**src/rtl/instr_sequencer.sv**
```systemverilog
// instr_sequencer: multi-cycle sequencer for the 3-bit opcode path.
// Steps each opcode through DECODE, EXEC/MEM and WB with registered strobes.
module instr_sequencer #(
  parameter int CNT_W       = 8,
  parameter int MEM_TIMEOUT = 15
) (
  input  logic             clk,
  input  logic             rst,
  input  logic             instr_valid,
  input  logic [2:0]       opcode,
  output logic             instr_ready,
  input  logic             mem_ack,
  output logic [2:0]       alu_op,
  output logic             wen_reg,
  output logic             ren_mem,
  output logic             wen_mem,
  output logic             pc_inc,
  output logic             pc_load,
  output logic             retire,
  output logic [CNT_W-1:0] retire_cnt,
  output logic             err_timeout,
  output logic             halted
);

  localparam int WW = (MEM_TIMEOUT > 1) ? $clog2(MEM_TIMEOUT) : 1;
  localparam logic [WW-1:0] WLAST = WW'(MEM_TIMEOUT - 1);

  localparam logic [2:0] OP_NOP   = 3'd0;
  localparam logic [2:0] OP_ADD   = 3'd1;
  localparam logic [2:0] OP_SUB   = 3'd2;
  localparam logic [2:0] OP_AND   = 3'd3;
  localparam logic [2:0] OP_LOAD  = 3'd4;
  localparam logic [2:0] OP_STORE = 3'd5;
  localparam logic [2:0] OP_JMP   = 3'd6;

  typedef enum logic [2:0] {
    S_IDLE,
    S_DECODE,
    S_EXEC,
    S_MEM,
    S_WB,
    S_HALT
  } state_t;

  function automatic logic is_alu(input logic [2:0] op);
    return (op == OP_ADD) || (op == OP_SUB) || (op == OP_AND);
  endfunction

  function automatic logic is_mem(input logic [2:0] op);
    return (op == OP_LOAD) || (op == OP_STORE);
  endfunction

  state_t           state_q, state_d;
  logic [2:0]       ir_q, ir_d;
  logic [WW-1:0]    wait_q, wait_d;
  logic             abort_q, abort_d;
  logic             err_q, err_d;

  logic             ready_q, ready_d;
  logic [2:0]       alu_q, alu_d;
  logic             wreg_q, wreg_d;
  logic             rmem_q, rmem_d;
  logic             wmem_q, wmem_d;
  logic             pinc_q, pinc_d;
  logic             pload_q, pload_d;
  logic             ret_q, ret_d;
  logic             halt_q, halt_d;
  logic [CNT_W-1:0] cnt_q, cnt_d;

  always_comb begin
    state_d = state_q;
    ir_d    = ir_q;
    wait_d  = wait_q;
    abort_d = abort_q;
    err_d   = err_q;
    unique case (state_q)
      S_IDLE: begin
        if (instr_valid) begin
          ir_d    = opcode;
          state_d = S_DECODE;
        end
      end
      S_DECODE: begin
        abort_d = 1'b0;
        wait_d  = '0;
        unique case (1'b1)
          (ir_q == OP_NOP):                    state_d = S_WB;
          (is_alu(ir_q) || ir_q == OP_JMP):    state_d = S_EXEC;
          is_mem(ir_q):                        state_d = S_MEM;
          default:                             state_d = S_HALT;
        endcase
      end
      S_EXEC: state_d = S_WB;
      S_MEM: begin
        // a late ack still beats the timeout in the same cycle
        if (mem_ack) begin
          state_d = S_WB;
        end else if (wait_q == WLAST) begin
          abort_d = 1'b1;
          err_d   = 1'b1;
          state_d = S_WB;
        end else begin
          wait_d = wait_q + WW'(1);
        end
      end
      S_WB:   state_d = S_IDLE;
      S_HALT: state_d = S_HALT;
      default: state_d = S_IDLE;
    endcase
  end

  // strobes are precomputed for the next state so they leave a flop
  always_comb begin
    alu_d   = 3'd0;
    wreg_d  = 1'b0;
    rmem_d  = 1'b0;
    wmem_d  = 1'b0;
    pinc_d  = 1'b0;
    pload_d = 1'b0;
    ret_d   = 1'b0;
    ready_d = (state_d == S_IDLE);
    halt_d  = (state_d == S_HALT);
    unique case (state_d)
      S_EXEC: begin
        if (is_alu(ir_d)) alu_d = ir_d;
        pload_d = (ir_d == OP_JMP);
      end
      S_MEM: begin
        rmem_d = (ir_d == OP_LOAD);
        wmem_d = (ir_d == OP_STORE);
      end
      S_WB: begin
        wreg_d = is_alu(ir_d) || (ir_d == OP_LOAD && !abort_d);
        pinc_d = (ir_d != OP_JMP);
        ret_d  = 1'b1;
      end
      default: ;
    endcase
    cnt_d = ret_d ? cnt_q + CNT_W'(1) : cnt_q;
  end

  always_ff @(posedge clk or posedge rst) begin
    if (rst) begin
      state_q <= S_IDLE;
      ir_q    <= 3'd0;
      wait_q  <= '0;
      abort_q <= 1'b0;
      err_q   <= 1'b0;
      ready_q <= 1'b1;
      alu_q   <= 3'd0;
      wreg_q  <= 1'b0;
      rmem_q  <= 1'b0;
      wmem_q  <= 1'b0;
      pinc_q  <= 1'b0;
      pload_q <= 1'b0;
      ret_q   <= 1'b0;
      halt_q  <= 1'b0;
      cnt_q   <= '0;
    end else begin
      state_q <= state_d;
      ir_q    <= ir_d;
      wait_q  <= wait_d;
      abort_q <= abort_d;
      err_q   <= err_d;
      ready_q <= ready_d;
      alu_q   <= alu_d;
      wreg_q  <= wreg_d;
      rmem_q  <= rmem_d;
      wmem_q  <= wmem_d;
      pinc_q  <= pinc_d;
      pload_q <= pload_d;
      ret_q   <= ret_d;
      halt_q  <= halt_d;
      cnt_q   <= cnt_d;
    end
  end

  assign instr_ready = ready_q & ~rst;
  assign alu_op      = alu_q;
  assign wen_reg     = wreg_q;
  assign ren_mem     = rmem_q;
  assign wen_mem     = wmem_q;
  assign pc_inc      = pinc_q;
  assign pc_load     = pload_q;
  assign retire      = ret_q;
  assign retire_cnt  = cnt_q;
  assign err_timeout = err_q;
  assign halted      = halt_q;

endmodule

```
**config.mk**
```make
export PLATFORM = sky130hd
export DESIGN_NAME = instr_sequencer
export DESIGN_NICKNAME = d
export VERILOG_FILES = /design/src/rtl/instr_sequencer.sv
export SDC_FILE = /design/constraint.sdc
export NUM_CORES = 1
export LEC_CHECK = 0
export BUFFER_PORTS_ARGS = -buffer_cell sky130_fd_sc_hd__buf_2
export CORE_MARGIN = 2
export CORE_UTILIZATION = 57
export CTS_CLUSTER_DIAMETER = 60
export DETAILED_ROUTE_END_ITERATION = 7
export GPL_TIMING_DRIVEN = 0
export PLACE_DENSITY = 0.87
export SLEW_MARGIN = 15
export SYNTH_ARGS = -nofsm -noshare
export SYNTH_HDL_FRONTEND = slang
export SYNTH_SLANG_ARGS = --single-unit
```
**constraint.sdc**
```tcl
create_clock -name clk -period 6.02 [get_ports clk]
set_input_delay 0.301 -clock clk [delete_from_list [all_inputs] [get_ports clk]]
set_output_delay 0.301 -clock clk [all_outputs]
set_load 0.01 [all_outputs]
```
=== After elaboration in Yosys (flattened, before gate mapping) ===
Index checks and enable logic that the tools add are counted.

* Register bits: 31
* Input port bits: 7
* Output and inout bits: 20
* Word-level logic and storage cells: 80

* Add/subtract/negate cells: 2
* Eq/ne operators: 24
* Multiplexer cells: 21
* Bitwise logic cells: 3
* Reduce and logical (&&, ||, !) cells: 15

{| class="wikitable"
|+ Operators by type and width
! cell !! number
|-
| 3-bit == test, second input constant || 9
|-
| 3-bit by 2-bit == test with 1-bit output, second input constant || 8
|-
| 3-bit two-way mux || 7
|-
| 3-bit case mux with 5 select lines || 1
|-
| 3-bit by 1-bit == test with 1-bit output, second input constant || 3
|-
| 3-bit zero test || 3
|-
| 3-bit case mux with 3 select lines || 1
|-
| 8-bit by 1-bit adder with 8-bit output, second input constant || 1
|-
| 1-bit two-way mux || 8
|-
| 4-bit two-way mux || 2
|-
| 4-bit case mux with 2 select lines || 1
|-
| 1-bit logical OR || 7
|-
| 3-bit AND reduction || 2
|-
| 4-bit by 1-bit adder with 4-bit output, second input constant || 1
|-
| 4-bit == test, second input constant || 1
|-
| 2-bit inequality test, second input constant || 2
|-
| 3-bit inequality test, second input constant || 1
|-
| 1-bit NOT || 2
|-
| 1-bit case mux with 2 select lines || 1
|-
| 2-bit nonzero test || 1
|-
| 1-bit bitwise AND || 1
|-
| 1-bit logical AND || 1
|-
| 1-bit zero test || 1
|}

=== Longest topological paths before layout ===
Gate-level depths: netlist (run 1).

* Word-level depth: 8
* Mapped depth: 8
* Mapped depth without buffers: 8

=== Worst setup path before layout (run 1) ===
OpenSTA, ideal clock, no wires.

* Kind: reg-to-reg
* Start point: register wait_q[0]
* End point: register cnt_q[1] (netlist: retire_cnt[1])
* Setup time: 0.128 ns
* Arrival time: 1.760 ns
* Data required time: 5.892 ns
* Slack: 4.133 ns
* Stages on the path, launching flop included: 9
* Buffers on the path: 1
* Clock period less this slack: 1.887 ns
* Cell sequence: dfrtp_1 inv_1 ha_1 a31oi_2 a21oi_1 a21o_1 buf_4 nand2_2 mux2_1

* Cells in the longest elaborated chain, start to end: 6

{| class="wikitable"
|+ Ends and longest elaborated chain
! element !! line !! source
|-
| start: declaration || 55 || <nowiki>logic [WW-1:0] wait_q, wait_d;</nowiki>
|-
| start signal: assignment || 162 || <nowiki>wait_q <= wait_d;</nowiki>
|-
| 4-bit == test || 98 || <nowiki>end else if (wait_q == WLAST) begin</nowiki>
|-
| 3-bit two-way mux || 98 ||
|-
| 3-bit two-way mux || 96 || <nowiki>if (mem_ack) begin</nowiki>
|-
| 3-bit case mux with 5 select lines || 76 || <nowiki>unique case (state_q)</nowiki>
|-
| via state_d[2] || 53 || <nowiki>state_t state_q, state_d;</nowiki>
|-
| 3-bit == test || 123 || <nowiki>unique case (state_d)</nowiki>
|-
| 1-bit two-way mux || 123 ||
|-
| end signal: assignment || 174 || <nowiki>cnt_q <= cnt_d;</nowiki>
|-
| end: declaration || 68 || <nowiki>logic [CNT_W-1:0] cnt_q, cnt_d;</nowiki>
|}

The timed path passes the listed nets, and every way through them passes these cells.
A chain may end at the register's enable or synchronous reset.

=== Worst setup path after layout (run 1) ===
* Start point: register state_q[2]
* End point: register alu_q[1] (netlist: alu_op[1])

* Cells in the longest elaborated chain, start to end: 7
* Elaborated cells between the ends (all ways): 18
* Those cells by class: 8 x eq/ne; 7 x mux; 3 x reduce/logical

{| class="wikitable"
|+ Ends and longest elaborated chain
! element !! line !! source
|-
| start: declaration || 53 ||
|-
| start signal: assignment || 160 || <nowiki>state_q <= state_d;</nowiki>
|-
| 3-bit zero test * || 76 ||
|-
| 3-bit two-way mux * || 76 ||
|-
| via ir_d[2] || 54 || <nowiki>logic [2:0] ir_q, ir_d;</nowiki>
|-
| 3-bit by 1-bit == test with 1-bit output / 3-bit by 2-bit == test with 1-bit output (equally long branches) || 46 || <nowiki>return (op == OP_ADD) || (op == OP_SUB) || (op == OP_AND);</nowiki>
|-
| 1-bit logical OR || 46 ||
|-
| 1-bit logical OR * || 46 ||
|-
| 3-bit two-way mux * || 125 || <nowiki>if (is_alu(ir_d)) alu_d = ir_d;</nowiki>
|-
| 3-bit two-way mux * || 123 ||
|-
| via alu_d[1] || 60 || <nowiki>logic [2:0] alu_q, alu_d;</nowiki>
|-
| end signal: assignment || 166 || <nowiki>alu_q <= alu_d;</nowiki>
|-
| end: declaration || 60 ||
|}

The timed path passes the listed nets; every way through them passes the cells marked *.

==> summary.md, run 1 <==
| Metric | Value |
|---|---|
| Outcome | `finished clean` |
| PwrDens | `467 nW/um^2` |
| Gpl congestion | `0.808` |
| Setup TNS Final | `0 ns` |
| Reg2reg setup slack | `3.83 ns` |
| WHS | `0.0413 ns` |
| Clock slew at reported path FFs | `0.10 ns` |
| Mean cell area of the mapped netlist | `11.2 um^2` |
| Final HPWL DP | `2.00 mm` |
| Max reg flops | `8` |
| Total power | `803 uW` |
| CTS buffer count | `5` |
| Die H | `54.7 um` |
| Routed len/inst | `14.4 um` |
| Yosys top cell by area | `dfrtp_1` |
| Starting Density | `59.6%` |
| Clock sink count | `31` |
| Post-synthesis register bit count | `31` |
| Critical path's slowest cell | `mux2i_1` |
| CP max FO | `10` |
| Final ANT Viol Nets | `0` |
| Postcts setup bufs | `0` |
| CP startpoint | `state_q[2]` |
| Die Wd | `54.7 um` |
| Post-cts gate resize count | `0` |
| Worst slew pin tran | `0.663 ns` |
| Sequential Area | `777 um^2` |
| Synthesized net count | `141` |
| Crit path DAT | `2.44 ns` |
| PortBufs | `26` |
| CTS hold repair buffers | `0` |
| Share of synthesized registers carrying an async set or reset | `100%` |
| Worst-case clock buffer depth | `2` |
| Area growth from synthesis to layout | `17.4%` |
| Tot GR Track Use | `22.0%` |
| Vias in the first global route | `990` |
| Fill count | `198` |
| Slew Viols, Final | `0` |
| CTS tree | `built` |
| Clock latency at the later pin of the worst-skew pair | `0.33 ns` |
| # IOs | `27` |
| Max_cap viols | `0` |
| Nets | `174` |
| Worst EP required | `6.27 ns` |
| Hold Path Class | `in -> async` |
| CP Class | `reg -> reg` |
| Peak supply drop | `351 uV` |
| RR Startpoint | `state_q[2]` |
| Yosys warns | `0` |
| Setup crit end kind | `register` |
| WL final | `2.81 mm` |
| Rows | `18` |
| Vias per inst | `5.57` |
| Initial antenna violation count | `0` |
| R2R depth | `5` |
| Worst clock skew | `0.00764 ns` |
| Cell leakage power | `0.000879 uW` |
| Fmax | `457 MHz` |
| Fraction of layout cells with a size suffix above 1 | `31.5%` |
| H-tree depth | `2` |
| Largest net degree at the start of global routing | `32` |
| Pre-Repair DR Iteration Count | `4` |
| Worst slew margin | `54.5%` |
| Cell family with most CP delay | `simple AND/OR/NAND/NOR gates` |
| Main synth FF type | `dfrtp_1` |
| CP cell instances | `buf_6 > nor4b_4 > mux2i_1 > inv_1 > nor3_1` |
| Setup violations, final | `0` |
| Post-synth EDFFs | `0` |
| DIE AREA | `2990 um^2` |
| Post-layout min period | `2.19 ns` |
| Mapped Area | `1460 um^2` |
| Top cell type's share of synthesized area | `51.3%` |
| First-pass GRT wire length | `4.40 mm` |
| DR iter-0 viols | `22` |
| Via count | `1087` |
| Reg2Reg Capture Point | `alu_op[1]` |
| CP startpoint kind | `register` |
| Core box area | `2450 um^2` |
| CTS root buffer | `clkbuf_4` |
| Top post-synthesis cells by area | `dfrtp_1 (51%), xnor2_1 (4.2%), nand3_1 (3.1%), ha_1 (2.6%), inv_1 (2.3%)` |
| DRC | `0` |
| Multi-input gate area | `608 um^2` |
| Total grt overflow | `0` |
| Period utilization | `36.4%` |
| Buffers & Inverters on Critical Path | `2` |
| Final hold violation count | `0` |
| Netlist cell types | `42` |
| Setup repair after global routing missed its margin | `no` |
| Diodes inserted | `0` |
| Sequential area share after synthesis | `53.1%` |
| Synthesized instance count | `131` |
| CP peak stage delay | `0.66 ns` |
[cells in the final DEF, fill, tap and decap left out, types with 3 or more instances in the layout]
master	netlist	routed
o21ai_0	3	3
nor2_1	8	8
ha_1	3	3
a21oi_1	5	5
nand2_1	6	6
inv_1	9	8
and3_1	3	3
clkbuf_4	0	5
mux2i_1	3	3
nand3_1	9	9
xnor2_1	7	7
dfrtp_1	30	30
nor3_1	4	4
inv_2	2	3
a31oi_1	3	3
buf_2	0	26
[layout make-up]
cell class	instances	area share, %
Multi-Input combinational cell	85	35.4
Timing Repair Buffer	26	7.57
Clock buffer	6	2.99
Clock inverter	2	2.04
Sequential cell	31	45.2
Inverter	11	2.40
Buffer	4	2.18
Tap cell	30	2.18
[logic make-up (layout without fill, tap and decap cells)]
logic type / count (synthesis) / after routing / share of synthesized area [%]
mux: 5 / 5 / 3.59
other cells: 1 / 1 / 0.256
xor+xnor: 7 / 7 / 4.19
simple gates: 47 / 47 / 20.1
buf+inv: 15 / 49 / 5.38
fa+ha+maj: 3 / 3 / 2.56
compound gates: 22 / 22 / 10.9
flops: 31 / 31 / 53.1
[worst max-delay path by stage]
stage	cells after the start	endpoint
after floorplan	8	retire_cnt[1]
after global placement	5	alu_op[1]
after detailed placement	5	alu_op[1]
after CTS	5	alu_op[1]
after global routing	8	retire_cnt[1]
final	5	alu_op[1]
[per-stage QoR]
step | std cells | area [um^2] | util, % | setup slack [ns]
floorplan | 131 | 1460 | - | 4.13
global placement | 187 | 1630 | 66.5 | 3.98
detailed placement | 187 | 1630 | 66.5 | 3.87
CTS | 195 | 1720 | 70.0 | 3.81
global route | 195 | 1720 | 70.0 | 3.71
finish | 195 | 1720 | 70.0 | 3.83
[cells in the mapped netlist (all sizes together) (2+ instances only)]
cell type  count
and3           3
mux2i          3
xnor2          7
nand4          2
mux2           2
nand3          9
nor4           2
ha             3
and4           2
nand2          7
a31oi          4
a21o           3
nor2b          2
o21ai          3
buf            4
nor2           8
nand2b         2
inv           11
dfrtp         30
nor3           4
nor3b          2
nor4b          2
a21oi          5
[power by group]
group	leakage (uW)	switching, uW	internal (uW)
Combinational	0.000423	183	134
Sequential	0.000407	50.1	265
Clock	0.0000482	72.4	98.1
[layer usage]
metal / track usage [%] / wire length, um / vias up
li1: - / - / 529
met1: 27.0 / 1210 / 517
met2: 33.3 / 1370 / 33
met3: 8.47 / 154 / 8
met4: 11.3 / 78 / 0
met5: 0 / 0 / -
(Power assumes the default switching activity.)
==> run 2: changes to the inputs <==
Settings changed: CORE_UTILIZATION 57 to 49, PLACE_DENSITY 0.87 to 0.8.
Clock period 6.02 ns to 1.8 ns, I/O delays scaled along.
==> run 2 against run 1 <==
The flow now finishes with violations (DRC). Sequential power rose to 3.4 times the previous value. Critical endpoint is now retire_cnt[1]. Critical path depth rose by 2. Utilization fell by 2.9 points. Clock skew fell by 0.00068 ns. Combinational power rose to 4.4 times the previous value. Non-clock buffer count rose by 11.
==> summary.md, run 2 (synthesis results as in run 1) <==
| Metric | Value |
|---|---|
| Most frequent cells in the layout | `dfrtp_1 (29), buf_2 (26), nand3_1 (9), buf_4 (9), nor2_1 (8)` |
| Core box area | `2810 um^2 (+14%)` |
| WHS | `0.0364 ns (-0.00487 ns)` |
| Crit path DAT | `1.98 ns (-0.46 ns)` |
| Area growth from synthesis to layout | `28.5%` |
| Pre-Repair DR Iteration Count | `6 (+2)` |
| Final hold violation count | `0 (unchanged)` |
| Peak supply drop | `977 uV (+180%)` |
| PwrDens | `1560 nW/um^2 (+230%)` |
| Setup repair after global routing missed its margin | `yes` |
| Diodes inserted | `0 (unchanged)` |
| Setup crit end kind | `register` |
| Worst slew margin | `58.3% (+3.8 points)` |
| Routed len/inst | `14.4 um (about the same)` |
| CP startpoint kind | `register` |
| PortBufs | `26 (unchanged)` |
| Worst EP required | `2.02 ns (-4.25 ns)` |
| Post-layout min period | `1.76 ns (-0.434 ns)` |
| Hold Path Class | `in -> reg` |
| Period utilization | `97.5% (+61 points)` |
| Worst-case clock buffer depth | `2 (unchanged)` |
| Setup violations, final | `0 (unchanged)` |
| Clock sink count | `31 (unchanged)` |
| Dpl cell area | `1650 um^2 (+0.84%)` |
| H-tree depth | `2 (unchanged)` |
| Total placed cells including tap cells | `188 (+0.53%)` |
| Gpl congestion | `0.806 (-0.20%)` |
| CTS tree | `built` |
| Final HPWL DP | `1.99 mm (-0.44%)` |
| Vias in the first global route | `1051 (+6.2%)` |
| Cell leakage power | `0.000947 uW (+7.8%)` |
| Largest net degree at the start of global routing | `32 (unchanged)` |
| Setup TNS Final | `0 ns (unchanged)` |
| Fmax | `570 MHz (+25%)` |
| Slew Viols, Final | `0 (unchanged)` |
| CTS root buffer | `clkbuf_4` |
| Failing checks | `DRC` |
| Tot GR Track Use | `18.0% (-3.9 points)` |
| Starting Density | `52.2% (-7.4 points)` |
| Max reg flops | `8 (unchanged)` |
| Die Wd | `58.7 um (+7.3%)` |
| Fraction of layout cells with a size suffix above 1 | `40.3% (+8.8 points)` |
| Vias per inst | `5.52 (-0.94%)` |
| CTS buffer count | `5 (unchanged)` |
| Rows | `19 (+1)` |
| Design Area, Final | `1880 um^2 (+9.5%)` |
| Die H | `58.7 um (+7.3%)` |
| Max_cap viols | `0 (unchanged)` |
| Non-Filler Instances | `207 (+6.2%)` |
| DR iter-0 viols | `72 (+230%)` |
| First-pass GRT wire length | `4.62 mm (+5.0%)` |
| CP max FO | `9 (-1)` |
| # IOs | `27 (unchanged)` |
| Nets | `185 (+6.3%)` |
| Worst clock skew | `0.00696 ns (-0.000680 ns)` |
| Most common cell after layout, fill and taps aside | `dfrtp_1` |
| Final ANT Viol Nets | `0 (unchanged)` |
| Clock latency at the later pin of the worst-skew pair | `0.33 ns (about the same)` |
| CP Class | `reg -> reg` |
| Via count | `1143 (+5.2%)` |
| WL final | `2.98 mm (+6.2%)` |
| DRC | `1 (+1)` |
| Outcome | `complete, but fails checks` |
| Worst slew pin tran | `0.625 ns (-0.0387 ns)` |
| Total grt overflow | `0 (unchanged)` |
| Clock slew at reported path FFs | `0.10 ns (about the same)` |
| Initial antenna violation count | `0 (unchanged)` |
| DIE AREA | `3440 um^2 (+15%)` |
==> run 2: worst paths after layout <==
check | from | end | slack [ns] | depth (start not counted)
max | wait_q[1] | retire_cnt[1] | 0.04 | 7
min reg2reg | err_timeout | err_timeout | 0.48 | 1
min in group asynchronous | rst | state_q[0] | 0.39 | 3
max reg2reg | wait_q[1] | retire_cnt[1] | 0.04 | 7
min | opcode[1] | ir_q[1] | 0.04 | 3
max in group asynchronous | rst | ir_q[0] | 0.98 | 3
==> run 2: per-stage QoR <==
step	power, uW	setup WS (ns)	utilization, %
final	2930	0.0449	67.1
after global routing	3110	-0.0516	67.1
after CTS	2720	0.00145	64.1
after detailed placement	2140	-0.238	58.7
after global placement	2080	-0.156	58.7
after floorplan	1840	-0.0387	-
==> run 2: routing by layer <==
metal  track usage (%)  vias up  share of wire (%)  wire length, um
met5                 0        -                  0                0
met4              7.47        0                2.4               71
met3              6.37       10                5.3              157
met2              27.9       35                 49             1480
met1              23.1      551                 43             1280
li1                  -      547                  -                -
==> run 2: layout make-up <==
cell class                      count  area (um^2)
Buffer                              4         45.0
Clock buffer                        7         65.1
Clock inverter                      1         7.51
Fill cell                         211          923
Inverter                           11         41.3
Multi-Input combinational cell     85          687
Sequential cell                    31          778
Tap cell                           31         38.8
Timing Repair Buffer               37          219
==> run 2: repair_timing <==
item                                    in CTS  in global routing
endpoints found under the setup margin      13                 11
pin swaps                                    4                  1
setup buffers                                7                  3
hold buffers                                 0                  1
gates resized for setup                      6                 10
hold endpoints to repair                     0                 30
==> run 2: worst max-delay path, cell delays in order (launching register included) <==
cell	delay [ns]
dfrtp_1	0.42
ha_4	0.19
a31oi_4	0.25
a21oi_2	0.09
a21o_1	0.19
buf_6	0.14
nand2_4	0.07
mux2_4	0.29
==> run 2: where the power goes <==
group	total (uW)	switching, uW	internal [uW]
Clock	472	244	228
Sequential	1070	176	889
Combinational	1390	730	661
